===== src/rtl/riscv_core_hazard_pkg.sv =====
// Shared types and constants for the RV64IMAC pipeline hazard controller.
// Holds the trap FSM encoding, the forward-select base code and register-index sizing.
package riscv_core_hazard_pkg;

    localparam int REG_AW      = 5;
    localparam int NUM_REGS    = 1 << REG_AW;
    localparam int SB_CNT_W    = 4;
    localparam int FWD_REGFILE = 0;

    typedef logic [REG_AW-1:0] reg_idx_t;

    typedef enum logic [1:0] {
        HZ_IDLE  = 2'd0,
        HZ_DRAIN = 2'd1,
        HZ_FLUSH = 2'd2
    } hz_state_e;

endpackage


===== src/rtl/riscv_core_hazard_scoreboard.sv =====
// Register scoreboard for out-of-band long-latency writers (divide, missed loads).
// Tracks one pending bit per architectural register and the count of writes in flight.
module riscv_core_hazard_scoreboard
    import riscv_core_hazard_pkg::*;
#(
    parameter int MAX_OUT = 4
) (
    input  logic     clk_i,
    input  logic     rst_n_i,
    input  reg_idx_t rs1_id_i,
    input  reg_idx_t rs2_id_i,
    input  reg_idx_t rd_id_i,
    input  logic     issue_long_i,
    input  logic     issue_i,
    input  logic     lw_done_i,
    input  reg_idx_t lw_rd_i,
    input  logic     clear_i,
    output logic     sb_hit_o,
    output logic     full_o,
    output logic     empty_o
);

    logic [NUM_REGS-1:0] pending_q, pending_d;
    logic [SB_CNT_W-1:0] count_q, count_d;
    logic                retire;
    logic                collide;

    assign sb_hit_o = pending_q[rs1_id_i] | pending_q[rs2_id_i] | pending_q[rd_id_i];
    assign full_o   = (count_q == SB_CNT_W'(MAX_OUT)) && issue_long_i;
    assign empty_o  = (count_q == '0);

    // NOTE: every variable driven here gets a default first so no path leaves it unassigned (no latch).
    always_comb begin
        pending_d = pending_q;
        count_d   = count_q;
        retire    = lw_done_i && (lw_rd_i != '0) && pending_q[lw_rd_i];
        collide   = issue_i && lw_done_i && (lw_rd_i == rd_id_i);

        if (clear_i) begin
            pending_d = '0;
            count_d   = '0;
        end else begin
            if (retire) pending_d[lw_rd_i] = 1'b0;
            if (issue_i) pending_d[rd_id_i] = 1'b1;

            // A same-register issue/retire pair leaves the entry live and the count untouched.
            if (collide) begin
                count_d = count_q;
            end else if (issue_i && !retire) begin
                count_d = count_q + 1'b1;
            end else if (retire && !issue_i && (count_q != '0)) begin
                count_d = count_q - 1'b1;
            end
        end
        pending_d[0] = 1'b0;
    end

    // NOTE: the pending vector is control state, not storage, so it is reset like any other flop.
    always_ff @(posedge clk_i or negedge rst_n_i) begin
        if (!rst_n_i) begin
            pending_q <= '0;
            count_q   <= '0;
        end else begin
            pending_q <= pending_d;
            count_q   <= count_d;
        end
    end

endmodule


===== src/rtl/riscv_core_hazard_ctrl.sv =====
// Pipeline hazard controller: multi-stage forwarding, load-use and scoreboard interlocks,
// and a trap drain/flush state machine driving every stage's stall and flush enables.
module riscv_core_hazard_ctrl
    import riscv_core_hazard_pkg::*;
#(
    parameter  int NUM_FWD       = 2,
    parameter  int MAX_OUT       = 4,
    parameter  int DRAIN_TIMEOUT = 64,
    localparam int FWD_W         = $clog2(NUM_FWD + 1)
) (
    input  logic                      i_hazard_ctrl_clk,
    input  logic                      i_hazard_ctrl_rst_n,
    input  logic [REG_AW-1:0]         i_hazard_ctrl_rs1_id,
    input  logic [REG_AW-1:0]         i_hazard_ctrl_rs2_id,
    input  logic [REG_AW-1:0]         i_hazard_ctrl_rd_id,
    input  logic [REG_AW-1:0]         i_hazard_ctrl_rs1_ex,
    input  logic [REG_AW-1:0]         i_hazard_ctrl_rs2_ex,
    input  logic [REG_AW-1:0]         i_hazard_ctrl_rd_ex,
    input  logic [NUM_FWD*REG_AW-1:0] i_hazard_ctrl_fwd_rd,
    input  logic [NUM_FWD-1:0]        i_hazard_ctrl_fwd_we,
    input  logic                      i_hazard_ctrl_load_ex,
    input  logic                      i_hazard_ctrl_pcsrc_ex,
    input  logic                      i_hazard_ctrl_issue_long,
    input  logic                      i_hazard_ctrl_lw_done,
    input  logic [REG_AW-1:0]         i_hazard_ctrl_lw_rd,
    input  logic                      i_hazard_ctrl_icache_stall,
    input  logic                      i_hazard_ctrl_dcache_stall,
    input  logic                      i_hazard_ctrl_trap_req,
    input  logic                      i_hazard_ctrl_mdivby0,
    input  logic                      i_hazard_ctrl_mof,
    output logic [FWD_W-1:0]          o_hazard_ctrl_fwda_ex,
    output logic [FWD_W-1:0]          o_hazard_ctrl_fwdb_ex,
    output logic                      o_hazard_ctrl_stall_if,
    output logic                      o_hazard_ctrl_stall_id,
    output logic                      o_hazard_ctrl_stall_ex,
    output logic                      o_hazard_ctrl_stall_mem,
    output logic                      o_hazard_ctrl_stall_wb,
    output logic                      o_hazard_ctrl_flush_id,
    output logic                      o_hazard_ctrl_flush_ex,
    output logic                      o_hazard_ctrl_flush_mem,
    output logic                      o_hazard_ctrl_flush_wb,
    output logic                      o_hazard_ctrl_trap_ack,
    output logic                      o_hazard_ctrl_timeout,
    output logic                      o_hazard_ctrl_exception
);

    localparam int DRAIN_W = (DRAIN_TIMEOUT > 1) ? $clog2(DRAIN_TIMEOUT) : 1;

    hz_state_e          state_q, state_d;
    logic [DRAIN_W-1:0] drain_q, drain_d;
    logic               timeout_q, timeout_d;
    logic               fault_q, exc_q, out_en_q;

    logic               luse, sb_hit, sb_full, sb_empty, sb_clear, issue, fault;
    logic [FWD_W-1:0]   fwda, fwdb;
    logic               stall_if, stall_id, flush_id, flush_ex, flush_mem, flush_wb, trap_ack;

    // Lowest stage index is the youngest producer, so scan downward and let it overwrite.
    always_comb begin
        fwda = FWD_W'(FWD_REGFILE);
        fwdb = FWD_W'(FWD_REGFILE);
        for (int i = NUM_FWD - 1; i >= 0; i--) begin
            if (i_hazard_ctrl_fwd_we[i] && (i_hazard_ctrl_rs1_ex != '0) &&
                (i_hazard_ctrl_fwd_rd[i*REG_AW +: REG_AW] == i_hazard_ctrl_rs1_ex))
                fwda = FWD_W'(i + 1);
            if (i_hazard_ctrl_fwd_we[i] && (i_hazard_ctrl_rs2_ex != '0) &&
                (i_hazard_ctrl_fwd_rd[i*REG_AW +: REG_AW] == i_hazard_ctrl_rs2_ex))
                fwdb = FWD_W'(i + 1);
        end
    end

    assign luse = i_hazard_ctrl_load_ex && (i_hazard_ctrl_rd_ex != '0) &&
                  ((i_hazard_ctrl_rs1_id == i_hazard_ctrl_rd_ex) ||
                   (i_hazard_ctrl_rs2_id == i_hazard_ctrl_rd_ex));

    assign issue = i_hazard_ctrl_issue_long && (i_hazard_ctrl_rd_id != '0) &&
                   !stall_id && (state_q == HZ_IDLE);

    riscv_core_hazard_scoreboard #(
        .MAX_OUT (MAX_OUT)
    ) u_scoreboard (
        .clk_i        (i_hazard_ctrl_clk),
        .rst_n_i      (i_hazard_ctrl_rst_n),
        .rs1_id_i     (i_hazard_ctrl_rs1_id),
        .rs2_id_i     (i_hazard_ctrl_rs2_id),
        .rd_id_i      (i_hazard_ctrl_rd_id),
        .issue_long_i (i_hazard_ctrl_issue_long),
        .issue_i      (issue),
        .lw_done_i    (i_hazard_ctrl_lw_done),
        .lw_rd_i      (i_hazard_ctrl_lw_rd),
        .clear_i      (sb_clear),
        .sb_hit_o     (sb_hit),
        .full_o       (sb_full),
        .empty_o      (sb_empty)
    );

    always_comb begin
        state_d   = state_q;
        drain_d   = drain_q;
        timeout_d = timeout_q;
        sb_clear  = 1'b0;
        stall_if  = luse | sb_hit | sb_full | i_hazard_ctrl_icache_stall |
                    i_hazard_ctrl_dcache_stall | (state_q != HZ_IDLE);
        stall_id  = luse | sb_hit | sb_full | i_hazard_ctrl_dcache_stall | (state_q == HZ_DRAIN);
        flush_id  = 1'b0;
        flush_ex  = 1'b0;
        flush_mem = 1'b0;
        flush_wb  = 1'b0;
        trap_ack  = 1'b0;

        unique case (state_q)
            HZ_IDLE: begin
                flush_id = i_hazard_ctrl_pcsrc_ex;
                flush_ex = i_hazard_ctrl_pcsrc_ex | luse |
                           ((sb_hit | sb_full) && !i_hazard_ctrl_dcache_stall);
                if (i_hazard_ctrl_trap_req) begin
                    state_d = HZ_DRAIN;
                    drain_d = '0;
                end
            end
            HZ_DRAIN: begin
                // ID is held while the back end keeps moving, so EX takes a bubble.
                flush_ex = !i_hazard_ctrl_dcache_stall;
                if (sb_empty) begin
                    state_d = HZ_FLUSH;
                end else if (drain_q == DRAIN_W'(DRAIN_TIMEOUT - 1)) begin
                    state_d   = HZ_FLUSH;
                    timeout_d = 1'b1;
                    sb_clear  = 1'b1;
                end else begin
                    drain_d = drain_q + 1'b1;
                end
            end
            HZ_FLUSH: begin
                flush_id  = 1'b1;
                flush_ex  = 1'b1;
                flush_mem = 1'b1;
                flush_wb  = 1'b1;
                trap_ack  = 1'b1;
                state_d   = HZ_IDLE;
            end
            default: state_d = HZ_IDLE;
        endcase
    end

    assign fault = i_hazard_ctrl_mdivby0 | i_hazard_ctrl_mof;

    // NOTE: sequential state uses non-blocking assignments so every flop samples pre-edge values.
    always_ff @(posedge i_hazard_ctrl_clk or negedge i_hazard_ctrl_rst_n) begin
        if (!i_hazard_ctrl_rst_n) begin
            state_q   <= HZ_IDLE;
            drain_q   <= '0;
            timeout_q <= 1'b0;
            fault_q   <= 1'b0;
            exc_q     <= 1'b0;
            out_en_q  <= 1'b0;
        end else begin
            state_q   <= state_d;
            drain_q   <= drain_d;
            timeout_q <= timeout_d;
            fault_q   <= fault;
            exc_q     <= fault & ~fault_q;
            out_en_q  <= 1'b1;
        end
    end

    // Control outputs are held low from reset assertion until the first clock after release.
    assign o_hazard_ctrl_fwda_ex   = out_en_q ? fwda : '0;
    assign o_hazard_ctrl_fwdb_ex   = out_en_q ? fwdb : '0;
    assign o_hazard_ctrl_stall_if  = out_en_q & stall_if;
    assign o_hazard_ctrl_stall_id  = out_en_q & stall_id;
    assign o_hazard_ctrl_stall_ex  = out_en_q & i_hazard_ctrl_dcache_stall;
    assign o_hazard_ctrl_stall_mem = out_en_q & i_hazard_ctrl_dcache_stall;
    assign o_hazard_ctrl_stall_wb  = 1'b0;
    assign o_hazard_ctrl_flush_id  = out_en_q & flush_id;
    assign o_hazard_ctrl_flush_ex  = out_en_q & flush_ex;
    assign o_hazard_ctrl_flush_mem = out_en_q & flush_mem;
    assign o_hazard_ctrl_flush_wb  = out_en_q & flush_wb;
    assign o_hazard_ctrl_trap_ack  = out_en_q & trap_ack;
    assign o_hazard_ctrl_timeout   = timeout_q;
    assign o_hazard_ctrl_exception = exc_q;

endmodule

===== config.mk =====
export PLATFORM = sky130hd
export DESIGN_NAME = riscv_core_hazard_ctrl
export DESIGN_NICKNAME = d
export VERILOG_FILES = /design/src/rtl/riscv_core_hazard_pkg.sv /design/src/rtl/riscv_core_hazard_scoreboard.sv /design/src/rtl/riscv_core_hazard_ctrl.sv
export SDC_FILE = /design/constraint.sdc
export NUM_CORES = 1
export LEC_CHECK = 0
export ABC_CLOCK_PERIOD_IN_PS = 3920
export CAP_MARGIN = 40
export CELL_PAD_IN_SITES_DETAIL_PLACEMENT = 0
export CELL_PAD_IN_SITES_GLOBAL_PLACEMENT = 2
export CORE_UTILIZATION = 25
export CTS_CLUSTER_SIZE = 30
export DETAILED_ROUTE_END_ITERATION = 7
export PLACE_DENSITY = 0.66
export SETUP_SLACK_MARGIN = 0.1
export SYNTH_ARGS = -nofsm -noshare
export SYNTH_HDL_FRONTEND = slang
export SYNTH_SLANG_ARGS = --single-unit

===== constraint.sdc =====
create_clock -name i_hazard_ctrl_clk -period 3.92 [get_ports i_hazard_ctrl_clk]
set_input_delay 0.784 -clock i_hazard_ctrl_clk [delete_from_list [all_inputs] [get_ports i_hazard_ctrl_clk]]
set_output_delay 0.784 -clock i_hazard_ctrl_clk [all_outputs]
set_load 0.02 [all_outputs]

After elaboration in Yosys (flattened, before gate mapping)
Index checks and enable logic that the tools add are counted.
{ "totals": {"ff_bits": 47, "out_inout_bits": 16} }
{ "op_classes": {"add_sub_neg": 3, "magnitude_cmp": 6, "n_eq_ne": 16, "n_mux": 40, "bitwise_logic": 25, "n_reduce_logical": 44} }
{ "ops": {"columns": ["operator", "n"], "rows": [
  ["$mux W32", 4],
  ["$eq A5 B5 Y1", 7],
  ["$and A32 B32 Y32", 1],
  ["$not A32 Y32", 1],
  ["$or A32 B32 Y32", 1],
  ["$reduce_bool A5 Y1", 5],
  ["$logic_and A1 B1 Y1", 24],
  ["$lt A5 B6 Y1 const B", 4],
  ["$bmux W1 S5", 4],
  ["$mux W2", 9],
  ["$mux W6", 3],
  ["$mux W4", 4],
  ["$or A1 B1 Y1", 13],
  ["$pmux W6 S2", 1],
  ["$demux W1 S5", 2],
  ["$ge A5 B1 Y1 const B", 2],
  ["$mux W1", 10],
  ["$ne A2 B2 Y1 const B", 4],
  ["$and A1 B1 Y1", 7],
  ["$add A6 B1 Y6 const B", 1],
  ["$eq A6 B6 Y1 const B", 1],
  ["$add A4 B1 Y4 const B", 1],
  ["$eq A4 B3 Y1 const B", 1],
  ["$logic_not A1 Y1", 4],
  ["other kinds (17)", 20]
]} }

Logic depth before layout (Yosys ltp)
Gate-level depths: netlist of the first run.
{ "logic_depth": {"word_depth": 18, "ltp_mapped": 16, "depth_no_buf": 14} }

Cells and area by module
A second synthesis of the first run with hierarchy kept.
{ "unflattened": {"hier_cells": 460, "area_unflattened_um2": 4182.8} }
{ "by_module_without_submodules": {"columns": ["module", "instances", "cells_each", "area_each_um2", "seq_area_each_um2"], "rows": [
  ["riscv_core_hazard_scoreboard", 1, 328, 3075.4, 875.8],
  ["riscv_core_hazard_ctrl", 1, 132, 1107.3, 300.3]
]} }

Least setup slack after synthesis of the first run
No wires, ideal clock.
{ "synth_path": {"path_type": "input -> register", "start": "input i_hazard_ctrl_rs1_id[0]", "end": "register u_scoreboard.count_q[3]", "arrival_time_ns": 4.132, "slack_ns": -0.291, "stages": 15, "path_buffers": 1, "cell_sequence": "clkbuf_1 > mux4_2 > nor2b_1 > nor4_1 > or3_1 > or4_1 > nor4_1 > nand2b_1 > ha_1 > a21o_1 > a21oi_1 > nor2_1 > nor4b_1 > a21oi_1 > mux2i_1"} }
{ "synth_between": {"elab_chain_cells": 16, "word_cells_on_any_way": 26, "classes_between": "2 x eq/ne; 5 x mux; 6 x bitwise; 13 x reduce/logical"} }
{ "synth_rtl": {"columns": ["item", "line_no", "text"], "rows": [
  ["start: declaration", "riscv_core_hazard_ctrl.sv:13", "input logic [REG_AW-1:0] i_hazard_ctrl_rs1_id,"],
  ["$bmux W1 S5", "riscv_core_hazard_scoreboard.sv:28", "assign sb_hit_o = pending_q[rs1_id_i] | pending_q[rs2_id_i] | pending_q[rd_id_i];"],
  ["$mux W1 (not written as such)", "riscv_core_hazard_scoreboard.sv:28", null],
  ["$or A1 B1 Y1 (2 in a row)", "riscv_core_hazard_scoreboard.sv:28", null],
  ["$or A1 B1 Y1 * (4 in a row)", "riscv_core_hazard_ctrl.sv:104", "stall_id = luse | sb_hit | sb_full | i_hazard_ctrl_dcache_stall | (state_q == HZ_DRAIN);"],
  ["$logic_not A1 Y1 *", "riscv_core_hazard_ctrl.sv:77", "!stall_id && (state_q == HZ_IDLE);"],
  ["$logic_and A1 B1 Y1 *", "riscv_core_hazard_ctrl.sv:76", "assign issue = i_hazard_ctrl_issue_long && (i_hazard_ctrl_rd_id != '0) &&"],
  ["$logic_and A1 B1 Y1 *", "riscv_core_hazard_ctrl.sv:77", null],
  ["$logic_not A1 Y1", "riscv_core_hazard_scoreboard.sv:51", "end else if (retire && !issue_i && (count_q != '0)) begin"],
  ["$logic_and A1 B1 Y1 (2 in a row)", "riscv_core_hazard_scoreboard.sv:51", null],
  ["$reduce_bool A3 Y1 (no source line)", null, null],
  ["$reduce_and A2 Y1 (no source line)", null, null],
  ["end signal: assignment", "riscv_core_hazard_scoreboard.sv:65", "count_q <= count_d;"],
  ["end: declaration", "riscv_core_hazard_scoreboard.sv:24", "logic [SB_CNT_W-1:0] count_q, count_d;"]
]} }
Every way passes the cells marked *; elsewhere a longest branch is shown, timed or not. The select of a mux whose other input is x is not followed.
A chain may end at the register's enable or synchronous reset.

Worst setup path in the final report of the first run
{ "layout_path": {"start": "input i_hazard_ctrl_rd_id[0]", "end": "output o_hazard_ctrl_stall_if"} }
{ "layout_between": {"elab_chain_cells": 9} }
{ "layout_rtl": {"columns": ["item", "line_no", "text"], "rows": [
  ["start: declaration", "riscv_core_hazard_ctrl.sv:15", "input logic [REG_AW-1:0] i_hazard_ctrl_rd_id,"],
  ["$bmux W1 S5", "riscv_core_hazard_scoreboard.sv:28", null],
  ["$mux W1 (not written as such)", "riscv_core_hazard_scoreboard.sv:28", null],
  ["$or A1 B1 Y1", "riscv_core_hazard_scoreboard.sv:28", null],
  ["$or A1 B1 Y1 (4 in a row)", "riscv_core_hazard_ctrl.sv:102", "stall_if = luse | sb_hit | sb_full | i_hazard_ctrl_icache_stall |"],
  ["$or A1 B1 Y1", "riscv_core_hazard_ctrl.sv:103", "i_hazard_ctrl_dcache_stall | (state_q != HZ_IDLE);"],
  ["$and A1 B1 Y1", "riscv_core_hazard_ctrl.sv:170", "assign o_hazard_ctrl_stall_if = out_en_q & stall_if;"],
  ["end: declaration", "riscv_core_hazard_ctrl.sv:33", "output logic o_hazard_ctrl_stall_if,"]
]} }
No other way between the ends. The select of a mux whose other input is x is not followed.

==> results of run 1 <==
repair_timing:
item                                   CTS  global route
resized for setup                       75            26
setup endpoints to repair                6             6
pin swaps                               13             7
setup buffers                            8             4
gates cloned                             0             0
endpoints found under the hold margin    0             0
state kept, by name (all words and copies together), names as in the netlist:
register / count
state_q: 2
fault_q: 1
u_scoreboard.count_q: 4
o_hazard_ctrl_timeout: 1
out_en_q: 1
u_scoreboard.pending_q: 31
drain_q: 6
o_hazard_ctrl_exception: 1
cells by family (layout without fill, tap and decap cells):
logic type | after synthesis | count (layout) | synth area share
other | 2 | 2 | 0.00186
buffers and inverters | 36 | 171 | 0.0424
and+or+nand+nor | 167 | 167 | 0.243
adders and majority gates | 4 | 4 | 0.0142
muxes | 45 | 45 | 0.168
xor gates and xnor gates | 39 | 39 | 0.0845
AOI/OAI and AO/OA | 100 | 100 | 0.155
DFF | 47 | 47 | 0.291
layer usage:
metal | global-route usage | wire length [um] | vias to the layer above
met3 | 0.0198 | 766 | 24
met4 | 0.0664 | 374 | 0
met1 | 0.254 | 6830 | 1995
li1 | - | - | 1914
met2 | 0.308 | 7210 | 144
met5 | 0 | 0 | -
metrics by stage:
stage	instances	setup slack (ns)	area (um^2)	setup TNS (ns)	hold slack, ns
finish	791	0.0206	5920	0	0.399
global route	791	-0.0980	5920	-0.174	0.407
floorplan	440	0.0630	4100	0	0.378
global placement	768	-0.922	5440	-4.43	0.390
detailed placement	771	-0.984	5490	-4.84	0.392
CTS	787	-0.0830	5780	-0.0830	0.402
power by group:
part           internal, mW  switching (mW)  total, mW  leakage, nW
registers             0.583           0.151      0.733        0.622
clock network         0.235           0.197      0.432       0.0658
logic                 0.463           0.418      0.882         1.71
total                  1.28           0.766       2.05         2.39
cell type report:
type,instances,area share
timing repair buffer,158,0.239
inverter,5,0.00317
clock buffer,5,0.0211
multi-input combinational,357,0.489
clock inverter,3,0.00338
sequential,47,0.199
tap,216,0.0457
worst max path at each step:
stage,startpoint,to,slack (ns),cells after the start
global route,i_hazard_ctrl_rs1_id[2],u_scoreboard.count_q[3]$_DFFE_PN0P_,-0.1,16
detailed placement,i_hazard_ctrl_rs2_id[1],u_scoreboard.count_q[3]$_DFFE_PN0P_,-0.98,17
CTS,i_hazard_ctrl_rs2_id[1],o_hazard_ctrl_stall_if,-0.08,10
floorplan,i_hazard_ctrl_rs2_id[1],u_scoreboard.count_q[3]$_DFFE_PN0P_,0.06,15
global placement,i_hazard_ctrl_rs2_id[1],o_hazard_ctrl_stall_if,-0.92,10
finish,i_hazard_ctrl_rd_id[0],o_hazard_ctrl_stall_if,0.02,10
synth_stat cells, types with 2 or more instances:
library cell | n | area, um^2
sky130_fd_sc_hd__a221oi_1 | 2 | 17.5
sky130_fd_sc_hd__or4_1 | 4 | 30.0
sky130_fd_sc_hd__xnor2_1 | 22 | 193
sky130_fd_sc_hd__buf_6 | 2 | 22.5
sky130_fd_sc_hd__or3b_2 | 3 | 26.3
sky130_fd_sc_hd__o21a_1 | 2 | 15.0
sky130_fd_sc_hd__o21ai_0 | 40 | 200
sky130_fd_sc_hd__o22ai_1 | 2 | 12.5
sky130_fd_sc_hd__and3b_1 | 2 | 17.5
sky130_fd_sc_hd__and3_1 | 6 | 37.5
sky130_fd_sc_hd__clkbuf_1 | 18 | 67.6
sky130_fd_sc_hd__buf_1 | 4 | 15.0
sky130_fd_sc_hd__nor4_1 | 13 | 81.3
sky130_fd_sc_hd__a21oi_1 | 17 | 85.1
sky130_fd_sc_hd__nor2b_1 | 14 | 87.6
sky130_fd_sc_hd__conb_1 | 2 | 7.51
sky130_fd_sc_hd__nor3_1 | 6 | 30.0
sky130_fd_sc_hd__dfrtp_1 | 47 | 1180
sky130_fd_sc_hd__and2_1 | 6 | 37.5
sky130_fd_sc_hd__nand4_1 | 8 | 50.1
sky130_fd_sc_hd__o22a_1 | 2 | 17.5
sky130_fd_sc_hd__o41a_1 | 2 | 22.5
sky130_fd_sc_hd__nand3b_1 | 6 | 45.0
sky130_fd_sc_hd__nand2_1 | 25 | 93.8
sky130_fd_sc_hd__ha_1 | 3 | 37.5
sky130_fd_sc_hd__inv_1 | 5 | 18.8
sky130_fd_sc_hd__xor2_1 | 17 | 149
sky130_fd_sc_hd__nand2b_1 | 21 | 131
sky130_fd_sc_hd__or3_1 | 6 | 37.5
sky130_fd_sc_hd__o211ai_1 | 23 | 173
sky130_fd_sc_hd__mux2_2 | 3 | 33.8
sky130_fd_sc_hd__a22oi_1 | 3 | 22.5
sky130_fd_sc_hd__buf_4 | 5 | 37.5
sky130_fd_sc_hd__mux2i_1 | 24 | 240
sky130_fd_sc_hd__nor2_1 | 16 | 60.1
sky130_fd_sc_hd__buf_2 | 2 | 10.0
sky130_fd_sc_hd__nor3b_1 | 4 | 30.0
sky130_fd_sc_hd__nand3_1 | 17 | 85.1
sky130_fd_sc_hd__mux4_2 | 18 | 405
==> reports/qor.yml, run 1 <==
layout:
  layout.cells.most_common: "sky130_fd_sc_hd__buf_4"
  nNetsFinal: 636
  area.sequential_um2: 1180
  multi_input_gate_area_um2: 2900
  final_core_util: 0.374
  filler_cell_count: 1615
  final_layout_size_suffix_gt1_frac: 0.277
  antennaDiodeCount: 0
  most_frequent_cells_in_the_layout: "sky130_fd_sc_hd__buf_4 (75), sky130_fd_sc_hd__clkdlybuf4s50_1 (55), sky130_fd_sc_hd__dfrtp_1 (47), sky130_fd_sc_hd__o21ai_0 (38), sky130_fd_sc_hd__nand2_1 (25)"
  syn2layout_area_growth_pct: 46.4
critical_path:
  setup.worst_path.start_class: "input port"
  crit_path_max_fanout: 5
  reg2regPathDepth: 15
  critical_path.max_stage_delay_ns: 0.49
  crit_required_ns: 3.14
  timing.critical_path.to_type: "output port"
  worstReg2RegEnd: "u_scoreboard.count_q[3]$_DFFE_PN0P_"
  timing.setup.critical_path_class: "in2out"
  cpLargestDelayFamily: "simple AND/OR/NAND/NOR gates"
  worstPathCellList: "buf_6, buf_8, mux4_2, a32o_2, nor4_4, and3_4, nand3b_4, or3_4, o41a_1, buf_6"
  timing.critical_path.slowest_stage_cell: "sky130_fd_sc_hd__mux4_2"
  crit_arrival_ns: 3.12
  worstReg2RegStart: "u_scoreboard.pending_q[6]$_DFF_PN0_"
  reg2reg_slack_ns: 0.26
  timing.critical_path.buf_inv: 3
  critical-path-top-cell-by-count: "sky130_fd_sc_hd__buf_6"
route:
  finalWirelength_um: 15200
  drtAntennaViolNets: 0
  route.detailed.vias_per_inst: 5.15
  number_of_search_and_repair_iterations_in_the_first_detailed_routing_pass: 5
  via_count: 4077
  dr_wl_cell_um: 19.2
  drt_iter0_drc: 227
  route.detailed.drc: 0
timing:
  finalSetupViolations: 0
  max-slew-margin-rel: 0.597
  fmaxAchievable_ghz: 0.256
  hold_viol_final: 0
  max_slew.worst_pin.slew_ns: 0.599
  fin_crit_ns: 3.90
  grt_setup_unrepaired: "yes"
  final_max_slew_viol_count: 0
  fin_worst_skew_ns: 0.00473
  finalCritPeriodShare: 0.995
clock_network:
  cts-htree-levels: 2
  cts_made_buffers: 5
  numClockSinks: 47
  post_cts_hold_buffer_count: 0
  clk_path_buf_depth: 2
  cts_tree: "done"
  root_buffer: "sky130_fd_sc_hd__clkbuf_16"
  worstSkewPairLatency_ns: 0.30
  path_clk_slew_ns: 0.07
global_routing:
  grt_remaining_overflow: 0
  gr-usage-all-layers: 0.187
  vias_in_the_first_global_route: 4187
  global_route_wire_length_before_repair_um: 23500
  grt_start_max_net_pins: 34
  number_of_antenna_violations_at_the_first_check_in_global_routing: 0
floorplan:
  start_util: 0.255
  rows: 46
  die_x_um: 129
  die_area_um2: 16700
  placeableCoreArea_um2: 15800
  top_level_ports: 74
  floorplan.die.height_um: 129
logic_synthesis:
  syn_avg_cell_area_um2: 9.19
  synth-seq-cells: 47
  synth_cell_type_count: 57
  asyncSetResetFlopFracSynth: 1.00
  yosysSeqAreaShare: 0.291
  synth.cell_area_um2: 4040
  yosys_warnings: 0
  synth_edf_count: 0
  synthFlopType: "sky130_fd_sc_hd__dfrtp_1"
  synth_cells: 440
  postSynthNetCount: 502
place:
  port_buffers: 72
  global_placer_s_final_weighted_congestion: 0.887
  place_hpwl_um: 12100
pwr:
  vdd_ir_drop_max_mv: 0.175
  p_per_area_nw_per_um2: 346
  total_power_mw: 2.05
  power.leakage_nw: 2.39
min_path:
  min-delay-path-class: "in2async"
status:
  run_status: "complete, no violations"
run:
  drv.max_cap_violation_count: 0
Power figures use the tool's default switching activity.
==> run 2, diff against run 1 <==
--- a/config.mk
+++ b/config.mk
@@ -8,11 +8,10 @@
 export ABC_CLOCK_PERIOD_IN_PS = 3920
 export CAP_MARGIN = 40
-export CELL_PAD_IN_SITES_DETAIL_PLACEMENT = 0
-export CELL_PAD_IN_SITES_GLOBAL_PLACEMENT = 2
 export CORE_UTILIZATION = 25
 export CTS_CLUSTER_SIZE = 30
 export DETAILED_ROUTE_END_ITERATION = 7
-export PLACE_DENSITY = 0.66
+export PLACE_DENSITY = 0.45
 export SETUP_SLACK_MARGIN = 0.1
+export SKIP_CTS_REPAIR_TIMING = 1
 export SYNTH_ARGS = -nofsm -noshare
 export SYNTH_HDL_FRONTEND = slang
==> constraint.sdc (replaced) <==
create_clock -name i_hazard_ctrl_clk -period 3.92 [get_ports i_hazard_ctrl_clk]
set_input_delay 0.784 -clock i_hazard_ctrl_clk [delete_from_list [all_inputs] [get_ports i_hazard_ctrl_clk]]
set_output_delay 0.784 -clock i_hazard_ctrl_clk [all_outputs]
set_load 0.005 [all_outputs]
==> run 2 against run 1 <==
  * Non-clock buffer count rose by 5
  * Clock skew rose by 0.0033 ns
  * Worst hold slack got worse by 0.0012 ns
  * Cell count rose by 0.51%
  * Clock power rose by 12%
  * Global-route usage fell by 0.43 points
  * Clock-buffer cell count rose by 1
  * First-iteration DRC count rose by 21%
  * Critical path type unchanged
  * The run now ends with setup timing left
  * Setup slack got worse by 0.12 ns
  * Via count rose by 0.81%
  * Sequential share of layout area barely moved
==> reports/qor.yml, run 2 (same netlist as run 1, synthesis figures left out) <==
floorplan:
  floorplan.die.height_um: 129
  die_area_um2: 16700
  rows: 46
  placeableCoreArea_um2: 15800
  die_x_um: 129
  top_level_ports: 74
  start_util: 0.255
timing:
  worst_hold_slack_ns: 0.397
  final_max_slew_viol_count: 0
  max-slew-margin-rel: 0.547
  fin_setup_tns_ns: -0.0970
  hold_viol_final: 0
  max_slew.worst_pin.slew_ns: 0.679
  fin_crit_ns: 4.02
  fin_worst_skew_ns: 0.00799
  fin_ws_ns: -0.0970
  finalCritPeriodShare: 1.02
  fmaxAchievable_ghz: 0.249
  grt_setup_unrepaired: "yes"
  finalSetupViolations: 1
route:
  drt_iter0_drc: 274
  number_of_search_and_repair_iterations_in_the_first_detailed_routing_pass: 5
  dr_wl_cell_um: 18.8
  via_count: 4110
  route.detailed.drc: 0
  finalWirelength_um: 14900
  drtAntennaViolNets: 0
  route.detailed.vias_per_inst: 5.17
layout:
  most_frequent_cells_in_the_layout: "sky130_fd_sc_hd__buf_4 (79), sky130_fd_sc_hd__clkdlybuf4s50_1 (57), sky130_fd_sc_hd__dfrtp_1 (47), sky130_fd_sc_hd__o21ai_0 (38), sky130_fd_sc_hd__nand2_1 (25)"
  final_layout_size_suffix_gt1_frac: 0.257
  antennaDiodeCount: 0
  biggestRegsByFlops: "u_scoreboard.pending_q x31, drain_q x6, u_scoreboard.count_q x4"
  register_bank_with_the_most_flops: "u_scoreboard.pending_q"
  nNetsFinal: 641
  largest_register_ff_count: 31
  layout.cells.most_common: "sky130_fd_sc_hd__buf_4"
  syn2layout_area_growth_pct: 46.6
  final_cells: 795
global_routing:
  grt_start_max_net_pins: 28
  grt_remaining_overflow: 0
  number_of_antenna_violations_at_the_first_check_in_global_routing: 0
  global_route_wire_length_before_repair_um: 23100
  gr-usage-all-layers: 0.183
  vias_in_the_first_global_route: 4126
critical_path:
  critical-path-top-cell-by-count: "sky130_fd_sc_hd__buf_6"
  worstPathCellList: "buf_6, buf_8, buf_6, mux4_2, and3b_1, nor4_2, and3_4, nand3b_4, or3_4, o41a_1, clkbuf_2"
  setup.worst_path.start_class: "input port"
  crit_arrival_ns: 3.23
  timing.critical_path.to_type: "output port"
  crit_path_max_fanout: 5
  cpLargestDelayFamily: "simple AND/OR/NAND/NOR gates"
  critical_path.max_stage_delay_ns: 0.47
  timing.setup.critical_path_class: "in2out"
  crit_required_ns: 3.14
  timing.critical_path.buf_inv: 4
  timing.critical_path.slowest_stage_cell: "sky130_fd_sc_hd__mux4_2"
clock_network:
  numClockSinks: 47
  path_clk_slew_ns: 0.07
  cts_tree: "done"
  cts_made_buffers: 5
  root_buffer: "sky130_fd_sc_hd__clkbuf_16"
  worstSkewPairLatency_ns: 0.30
  clk_path_buf_depth: 2
  cts-htree-levels: 2
pwr:
  total_power_mw: 2.07
  p_per_area_nw_per_um2: 348
  power.leakage_nw: 2.46
  vdd_ir_drop_max_mv: 0.174
status:
  violated_checks: "setup timing"
  run_status: "finished with violations"
place:
  port_buffers: 72
  dp.cells: 776
  global_placer_s_final_weighted_congestion: 0.908
  place_hpwl_um: 11800
run:
  drv.max_cap_violation_count: 0
min_path:
  min-delay-path-class: "reg2reg"
run 2: changes by cell type in the layout (fill, tap and decap cells not counted), moves of 3 or more:
cell	change
sky130_fd_sc_hd__dlygate4sd2_1	-4
sky130_fd_sc_hd__dlymetal6s2s_1	+8
sky130_fd_sc_hd__buf_6	-3
sky130_fd_sc_hd__buf_4	+4
run 2: final timing paths:
path	from	endpoint	slack, ns	cells after the start
setup / recovery	i_hazard_ctrl_rs2_id[1]	o_hazard_ctrl_stall_if	-0.1	11
hold / removal	fault_q$_DFF_PN0_	o_hazard_ctrl_exception$_DFF_PN0_	0.40	1
setup reg to reg	u_scoreboard.pending_q[3]$_DFF_PN0_	u_scoreboard.count_q[3]$_DFFE_PN0P_	0.25	14
hold reg to reg	fault_q$_DFF_PN0_	o_hazard_ctrl_exception$_DFF_PN0_	0.40	1
max in group asynchronous	i_hazard_ctrl_rst_n	u_scoreboard.pending_q[2]$_DFF_PN0_	2.61	2
min in group asynchronous	i_hazard_ctrl_rst_n	u_scoreboard.pending_q[22]$_DFF_PN0_	0.52	1
run 2: metrics by stage:
stage	setup WS (ns)	instance area [um^2]	util
6_report	-0.0970	5930	0.375
2_1_floorplan	0.0688	4100	-
3_5_place_dp	-0.810	5540	0.350
3_3_place_gp	-0.812	5510	0.348
5_1_grt	-0.183	5930	0.375
4_1_cts	-0.831	5690	0.360
run 2: power breakdown:
group | switching [mW] | total (mW) | leakage [nW] | internal, mW
clock | 0.187 | 0.485 | 0.0769 | 0.298
combinational | 0.381 | 0.845 | 1.76 | 0.464
sequential | 0.153 | 0.736 | 0.622 | 0.583
total | 0.721 | 2.07 | 2.46 | 1.34
run 2: worst reg2reg max path, delay by kind of cell (launching register included):
kind	cells	cell delay [ns]
multiplexers	2	0.69
AND/OR/NAND/NOR	8	1.67
AO/OA/AOI/OAI	3	0.49
flip-flops	1	0.47
adder cells (fa/ha/maj)	1	0.28
run 2: layout make-up:
cell class              count  area, um^2
repair buffers            163        1500
multi-input cells         357        2810
fillers                  1592        9900
clock buffers               6         129
flip-flops and latches     47        1180
well taps                 216         270
inverters                   5        18.8
clock inverters             1        30.0
run 2: layer usage:
| layer | global-route usage | vias to the layer above | part of all wire |
|---|---|---|---|
| met3 | 0.0182 | 18 | 0.042 |
| met4 | 0.0588 | 0 | 0.016 |
| met5 | 0 | - | 0 |
| li1 | - | 1925 | - |
| met2 | 0.313 | 125 | 0.50 |
| met1 | 0.241 | 2042 | 0.45 |
==> run 3, diff against run 2 <==
ABC_CLOCK_PERIOD_IN_PS = default   (was 3920)
CTS_BUF_LIST = sky130_fd_sc_hd__clkbuf_16   (was default)
==> run 3 against run 2 <==
  * The flow still finishes with violations (setup timing)
  * Cell count did not move
  * Worst hold slack barely moved
  * Wire length fell by 0.19%
  * Non-clock buffer count did not move
  * Combinational power barely moved
  * Die area did not move
  * Utilization did not move
  * Largest power group unchanged
  * Flip-flop and latch count did not move
  * Power fell by 0.17%
  * Maximum frequency barely moved
  * Final area did not move
  * Global-route usage did not move
==> reports/qor.yml, run 3 (same netlist as run 1, synthesis figures left out) <==
min_path:
  min-delay-path-class: "reg2reg"
pwr:
  vdd_ir_drop_max_mv: 0.172
  total_power_mw: 2.06
  p_per_area_nw_per_um2: 348
  power.leakage_nw: 2.46
timing:
  max_slew.worst_pin.slew_ns: 0.677
  grt_setup_unrepaired: "yes"
  fin_ws_ns: -0.0985
  fin_setup_tns_ns: -0.0985
  max-slew-margin-rel: 0.549
  worst_hold_slack_ns: 0.397
  fin_worst_skew_ns: 0.00840
  finalCritPeriodShare: 1.03
  fmaxAchievable_ghz: 0.249
  hold_viol_final: 0
  finalSetupViolations: 1
  fin_crit_ns: 4.02
  final_max_slew_viol_count: 0
layout:
  final_layout_size_suffix_gt1_frac: 0.257
  layout.cells.most_common: "sky130_fd_sc_hd__buf_4"
  final_design_area_no_fill_um2: 5930
  antennaDiodeCount: 0
  biggestRegsByFlops: "u_scoreboard.pending_q x31, drain_q x6, u_scoreboard.count_q x4"
  nNetsFinal: 641
  filler_cell_count: 1592
  register_bank_with_the_most_flops: "u_scoreboard.pending_q"
  largest_register_ff_count: 31
  most_frequent_cells_in_the_layout: "sky130_fd_sc_hd__buf_4 (79), sky130_fd_sc_hd__clkdlybuf4s50_1 (57), sky130_fd_sc_hd__dfrtp_1 (47), sky130_fd_sc_hd__o21ai_0 (38), sky130_fd_sc_hd__nand2_1 (25)"
  final_cells: 795
  area.sequential_um2: 1180
  syn2layout_area_growth_pct: 46.6
  multi_input_gate_area_um2: 2810
route:
  drt_iter0_drc: 274
  dr_wl_cell_um: 18.7
  via_count: 4138
  number_of_search_and_repair_iterations_in_the_first_detailed_routing_pass: 5
  finalWirelength_um: 14900
  route.detailed.drc: 0
  route.detailed.vias_per_inst: 5.21
  drtAntennaViolNets: 0
clock_network:
  cts_tree: "done"
  worstSkewPairLatency_ns: 0.30
  cts-htree-levels: 2
  clk_path_buf_depth: 2
  path_clk_slew_ns: 0.07
  root_buffer: "sky130_fd_sc_hd__clkbuf_16"
  numClockSinks: 47
  cts_made_buffers: 5
place:
  port_buffers: 72
  global_placer_s_final_weighted_congestion: 0.908
  dp.cells: 776
  place_hpwl_um: 11800
  dpl-instance-area_um2: 5540
critical_path:
  timing.setup.critical_path_class: "in2out"
  crit_arrival_ns: 3.23
  timing.critical_path.to_type: "output port"
  setup.worst_path.start_class: "input port"
  crit_path_max_fanout: 5
  crit_required_ns: 3.14
floorplan:
  die_area_um2: 16700
  rows: 46
  placeableCoreArea_um2: 15800
  die_x_um: 129
  top_level_ports: 74
  floorplan.die.height_um: 129
  start_util: 0.255
global_routing:
  number_of_antenna_violations_at_the_first_check_in_global_routing: 0
  gr-usage-all-layers: 0.183
  vias_in_the_first_global_route: 4126
  grt_start_max_net_pins: 28
  grt_remaining_overflow: 0
  global_route_wire_length_before_repair_um: 23100
status:
  run_status: "finished with violations"
  violated_checks: "setup timing"
run:
  drv.max_cap_violation_count: 0
## run 3: final cells by class
| class | count | area share |
|---|---|---|
| timing repair buffer | 163 | 0.252 |
| clock inverter | 2 | 0.00570 |
| sequential | 47 | 0.198 |
| tap | 216 | 0.0456 |
| clock buffer | 5 | 0.0211 |
| multi-input combinational | 357 | 0.474 |
| inverter | 5 | 0.00317 |
## run 3: path summary, 6_finish.rpt
check	start	endpoint	slack, ns	cells after the start
max	i_hazard_ctrl_rs2_id[1]	o_hazard_ctrl_stall_if	-0.1	11
min	fault_q$_DFF_PN0_	o_hazard_ctrl_exception$_DFF_PN0_	0.40	1
max reg2reg	u_scoreboard.pending_q[3]$_DFF_PN0_	u_scoreboard.count_q[3]$_DFFE_PN0P_	0.26	14
min reg2reg	fault_q$_DFF_PN0_	o_hazard_ctrl_exception$_DFF_PN0_	0.40	1
max in group asynchronous	i_hazard_ctrl_rst_n	u_scoreboard.pending_q[2]$_DFF_PN0_	2.61	2
min in group asynchronous	i_hazard_ctrl_rst_n	u_scoreboard.pending_q[22]$_DFF_PN0_	0.52	1
## run 3: where the power goes
group          internal (mW)  total (mW)  switching (mW)
clock                  0.295       0.482           0.186
sequential             0.583       0.736           0.153
combinational          0.464       0.845           0.381
## run 3: per-layer routing
metal	vias to the layer above	wire length, um	GRT usage
met2	137	7350	0.313
met3	20	682	0.0182
met5	-	0	0
li1	1927	-	-
met1	2054	6600	0.241
met4	0	256	0.0588
## run 3: critical path: stages
cell,delay (ns)
sky130_fd_sc_hd__buf_6,0.07
sky130_fd_sc_hd__buf_8,0.11
sky130_fd_sc_hd__buf_6,0.09
sky130_fd_sc_hd__mux4_2,0.47
sky130_fd_sc_hd__and3b_1,0.20
sky130_fd_sc_hd__nor4_2,0.30
sky130_fd_sc_hd__and3_4,0.25
sky130_fd_sc_hd__nand3b_4,0.07
sky130_fd_sc_hd__or3_4,0.40
sky130_fd_sc_hd__o41a_1,0.37
sky130_fd_sc_hd__clkbuf_2,0.12
## run 3: stage by stage
| stage | util | worst slack [ns] |
|---|---|---|
| final | 0.375 | -0.0985 |
| after global routing | 0.375 | -0.183 |
| after floorplan | - | 0.0688 |
| after global placement | 0.348 | -0.812 |
| after detailed placement | 0.350 | -0.810 |
| after CTS | 0.360 | -0.831 |
